==> config.mk <==
export PLATFORM = sky130hd
export DESIGN_NAME = user_proj_sipo
export DESIGN_NICKNAME = d
export VERILOG_FILES = /design/src/rtl/user_proj_sipo.sv
export SDC_FILE = /design/constraint.sdc
export NUM_CORES = 1
export LEC_CHECK = 0
export BUFFER_PORTS_ARGS = -buffer_cell sky130_fd_sc_hd__buf_2
export CAP_MARGIN = 0
export CELL_PAD_IN_SITES_DETAIL_PLACEMENT = 0
export CELL_PAD_IN_SITES_GLOBAL_PLACEMENT = 1
export CORE_MARGIN = 2
export CORE_UTILIZATION = 42
export DETAILED_ROUTE_END_ITERATION = 10
export PLACE_DENSITY_LB_ADDON = 0.3
export RECOVER_POWER = 100
export SLEW_MARGIN = 5
export SYNTH_ARGS = -nofsm -noshare
export SYNTH_HDL_FRONTEND = slang
export SYNTH_SLANG_ARGS = --single-unit
==> constraint.sdc <==
create_clock -name wb_clk_i -period 2.2 [get_ports wb_clk_i]
set_clock_uncertainty 0.1 [all_clocks]
set_input_delay 0.44 -clock wb_clk_i [delete_from_list [all_inputs] [get_ports wb_clk_i]]
set_output_delay 0.44 -clock wb_clk_i [all_outputs]
set_load 0.01 [all_outputs]
==> src/rtl/user_proj_sipo.sv <==
// Serial-in parallel-out receiver: deserializes MSB-first framed bits into WIDTH-bit words
// behind a valid/ready holding register. Define SIPO_PARITY_EN to add a trailing even-parity bit.
module user_proj_sipo #(
  parameter int WIDTH = 8
) (
  input  logic             wb_clk_i,
  input  logic             wb_rst_i,
  input  logic             ser_din_i,
  input  logic             ser_vld_i,
  input  logic             ser_sof_i,
  input  logic             clr_i,
  output logic [WIDTH-1:0] par_dout_o,
  output logic             par_vld_o,
  input  logic             par_rdy_i,
  output logic             busy_o,
  output logic             ovr_o,
  output logic             perr_o
);

  localparam int CW = $clog2(WIDTH + 1);
  localparam logic [CW-1:0] LAST_BIT = CW'(WIDTH - 1);

  typedef enum logic [1:0] {
    IDLE  = 2'd0,
    SHIFT = 2'd1,
    PAR   = 2'd2
  } state_t;

  state_t           state, state_nxt;
  logic [CW-1:0]    cnt, cnt_nxt;
  logic [WIDTH-1:0] sr, sr_nxt, sr_sh, word;
  logic             done;
  logic             load, drop;

`ifdef SIPO_PARITY_EN
  logic perr_set;

  // Even parity: data bits XOR parity bit must be zero.
  function automatic logic parity_ok(input logic [WIDTH-1:0] data, input logic pbit);
    return ((^data) ^ pbit) == 1'b0;
  endfunction
`endif

  assign sr_sh = {sr[WIDTH-2:0], ser_din_i};

`ifdef SIPO_PARITY_EN
  assign word = sr;
`else
  assign word = sr_sh;
`endif

  always_comb begin
    state_nxt = state;
    cnt_nxt   = cnt;
    sr_nxt    = sr;
    done      = 1'b0;
`ifdef SIPO_PARITY_EN
    perr_set  = 1'b0;
`endif
    if (ser_vld_i) begin
      if (ser_sof_i) begin
        // SOF always starts a fresh frame, aborting any frame in progress.
        state_nxt = SHIFT;
        cnt_nxt   = CW'(1);
        sr_nxt    = {{(WIDTH-1){1'b0}}, ser_din_i};
      end else begin
        case (state)
          SHIFT: begin
            sr_nxt  = sr_sh;
            cnt_nxt = cnt + CW'(1);
            if (cnt == LAST_BIT) begin
`ifdef SIPO_PARITY_EN
              state_nxt = PAR;
`else
              state_nxt = IDLE;
              cnt_nxt   = '0;
              done      = 1'b1;
`endif
            end
          end
`ifdef SIPO_PARITY_EN
          PAR: begin
            state_nxt = IDLE;
            cnt_nxt   = '0;
            if (parity_ok(sr, ser_din_i)) done = 1'b1;
            else                          perr_set = 1'b1;
          end
`endif
          default: ;
        endcase
      end
    end
  end

  always_ff @(posedge wb_clk_i or negedge wb_rst_i) begin
    if (!wb_rst_i) begin
      state  <= IDLE;
      cnt    <= '0;
      sr     <= '0;
      busy_o <= 1'b0;
    end else begin
      state  <= state_nxt;
      cnt    <= cnt_nxt;
      sr     <= sr_nxt;
      busy_o <= (state_nxt != IDLE);
    end
  end

  // Holding register is free when empty or being drained in this same cycle.
  assign load = done && (!par_vld_o || par_rdy_i);
  assign drop = done && par_vld_o && !par_rdy_i;

  always_ff @(posedge wb_clk_i or negedge wb_rst_i) begin
    if (!wb_rst_i) begin
      par_dout_o <= '0;
      par_vld_o  <= 1'b0;
      ovr_o      <= 1'b0;
    end else begin
      if (load) begin
        par_dout_o <= word;
        par_vld_o  <= 1'b1;
      end else if (par_rdy_i) begin
        par_vld_o  <= 1'b0;
      end
      ovr_o <= drop | (ovr_o & ~clr_i);
    end
  end

`ifdef SIPO_PARITY_EN
  always_ff @(posedge wb_clk_i or negedge wb_rst_i) begin
    if (!wb_rst_i) perr_o <= 1'b0;
    else           perr_o <= perr_set | (perr_o & ~clr_i);
  end
`else
  assign perr_o = 1'b0;
`endif

endmodule

==> metrics.md <==
| Metric | Value |
|---|---|
| Outcome | complete, no violations |
| Post-synth top area cell | dfrtp_1 |
| Global-route wire length before repair | roughly 2.8 mm |
| Max Cap Violations | 0 |
| Slowest cell on the critical path | and3_1 |
| Initial core utilization | 0.444 |
| DR WL/cell | around 13 um |
| CP Launch Type | flop |
| Layout area overhead | 12.9% |
| Cell area after synthesis | 992 um^2 |
| Mapped Nets | 82 |
| Req. time, crit path | about 2.3 ns |
| Die area | 2770 um^2 |
| Ys async rst share | 1.00 |
| Synthesized flop and latch total | 24 |
| Hold Path Class | input pin to flop |
| CTS tree | done |
| TritonCTS Buffers | 3 |
| Post-Route WL | 1.61 mm |
| Pwr/cell area | 769 nW/um^2 |
| H-Tree Level Count | 1 |
| Antenna Nets Post-Route | 0 |
| Post-Syn Instances | between 70 and 80 |
| Vias | between 600 and 700 |
| Ant diodes | 0 |
| Worst EP arrival | 1.97 ns |
| Final Hold Viols | 0 |
| Core area | 2230 um^2 |
| Synthesis warning total | 0 |
| Synth top area cells | dfrtp_1 (61%), mux2_1 (10%), a22o_1 (7.1%), a32o_1 (2.0%), buf_4 (1.5%) |
| Pre-Repair DR Iteration Count | 4 |
| Crit-path cells | ha_1 > and3b_1 > and3_1 > mux2_1 |
| Max Freq | around 0.53 GHz |
| Starting DRT DRC Count | 16 |
| Leakage | 0.000531 uW |
| Vias in the first global route | 619 |
| CTS root buffer | clkbuf_4 |
| Design Area, Final | about 1100 um^2 |
| Layout cells sized above 1 | 0.0978 |
| Slew headroom | 0.171 |
| Fin nets | 101 |
| # DRC | 0 |
| Critical path type | flop to flop |
| Worst-Margin Slew | 1.24 ns |
| Vias/cell | 5.29 |
| Syn avg cell area | 13.4 um^2 |
| Global route overflow | 0 |
| Post-cts sizing count | 0 |
| CP Max Fanout | 8 |
| Number of synthesized flops with an enable pin | 0 |
| Synth top area share | 0.605 |
| Unrepaired setup endpoints after global routing | false |
| Clk_lat worst skew | 0.31 ns |
| Gpl congestion | 0.710 |
| DP HPWL | about 1.1 mm |
| Die Y-Extent | approximately 53 um |
| Library cells used by synthesis | 28 |
| GRT Util Overall | 0.145 |
| Die X | between 50 and 60 um |
| Primary FF master, synth | dfrtp_1 |
| CP Capture Type | flop |
| FP Rows | 17 |
| Crit share post-route | 0.851 |
| Clk slew on worst S/H paths | 0.12 ns |
| Slew Viols, Final | 0 |
| Seq/Total Area, Yosys | 0.605 |
| Setup TNS | 0 ns |
| Minimum clock period | 1.87 ns |
| Boundary Pins | 19 |
| Dpl cell area | 1090 um^2 |
| Clock buffer depth | 2 |
| TritonCTS Sinks | 24 |
| Most frequent cells after synthesis | dfrtp_1 (24), mux2_1 (9), a22o_1 (8), nand2_1 (3) |
| Most frequent cell after synthesis | dfrtp_1 |
| Antenna violations before repair | 0 |
| Largest net degree at the start of global routing | 25 |
| Input/output buffers | 17 |
| Setup Viol. Count Final | 0 |
| Largest stage delay, worst path | 0.41 ns |
| Peak VDD IR | 0.431 mV |
==> sequential cells by signal, summed over array words and instances (netlist names) <==
signal,flops
state,2
par_vld_o,1
par_dout_o,8
cnt,4
sr,7
busy_o,1
ovr_o,1
==> cell type report <==
type / instances / area [um^2]
Inverter: 1 / 3.75
Timing Repair Buffer: 19 / 83.8
Multi-Input combinational cell: 44 / 360
Sequential cell: 24 / 601
Tap cell: 28 / 35.0
Clock buffer: 4 / 36.3
Fill cell: 214 / 1110
==> per-stage QoR <==
stage	hold slack [ns]	setup slack, ns	instances	total power (uW)	utilization
6_report	0.210	0.327	120	862	0.501
5_1_grt	0.188	0.195	120	920	0.501
4_1_cts	0.201	0.291	120	881	0.510
3_5_place_dp	0.343	0.162	115	657	0.489
3_3_place_gp	0.346	0.204	115	653	0.489
2_1_floorplan	0.0444	0.568	74	603	-
==> path summary, 6_finish.rpt <==
path / slack [ns] / to / cells past startpoint / start
setup / recovery: 0.33 / par_dout_o[7]$_DFFE_PN0P_ / 4 / cnt[0]$_DFFE_PN0P_
hold / removal: 0.21 / ovr_o$_DFF_PN0_ / 2 / clr_i
setup reg to reg: 0.33 / par_dout_o[7]$_DFFE_PN0P_ / 4 / cnt[0]$_DFFE_PN0P_
hold reg to reg: 0.40 / par_dout_o[4]$_DFFE_PN0P_ / 1 / par_dout_o[4]$_DFFE_PN0P_
max in group asynchronous: 0.46 / ovr_o$_DFF_PN0_ / 2 / wb_rst_i
min in group asynchronous: 0.81 / par_dout_o[2]$_DFFE_PN0P_ / 2 / wb_rst_i
==> cells by family (layout without fill, tap and decap cells) <==
kind of cell             count (synthesis)  in the layout  share of synthesized area
AO/OA/AOI/OAI                           19             19                      0.156
multiplexers                             9              9                      0.102
other                                    1              1                    0.00378
buffers and inverters                    6             24                     0.0315
AND/OR/NAND/NOR                         14             14                     0.0883
adder cells (fa/ha/maj)                  1              1                     0.0126
flip-flops                              24             24                      0.605
==> report_power, final <==
part	internal, uW	leakage, uW	switching [uW]
registers	485	0.000315	30.1
clock network	101	0.0000210	120
logic	57.9	0.000195	67.6
total	644	0.000531	217
==> layout by cell type, fill, tap and decap left out, drive strengths merged, types with 2 or more instances in the layout <==
| cell | instances |
|---|---|
| dfrtp | 24 |
| clkbuf | 17 |
| mux2 | 9 |
| a22o | 8 |
| buf | 5 |
| nand2 | 3 |
| and3 | 2 |
| o21a | 2 |
| nor2 | 2 |
| a32o | 2 |
| o21ai | 2 |
==> per-layer routing <==
layer  share of wire  wire [um]  track usage  vias to the layer above
met4          0.0099         16       0.0513                        0
met5               0          0            0                        -
met2            0.41        654        0.206                       15
met1            0.52        843        0.196                      307
li1                -          -            -                      311
met3           0.061         98       0.0600                        2
==> worst max-delay path, delay by kind of cell, from the launching register on <==
family / cells / cell delay (ns)
and+or+nand+nor: 2 / 0.68
DFF: 1 / 0.40
muxes: 1 / 0.36
adders and majority gates: 1 / 0.21
==> timing repair <==
action,in CTS,in global routing
hold endpoints to repair,11,0
setup buffers,0,0
hold buffers,1,0
Note: power is estimated with default switching activity, not from simulation.
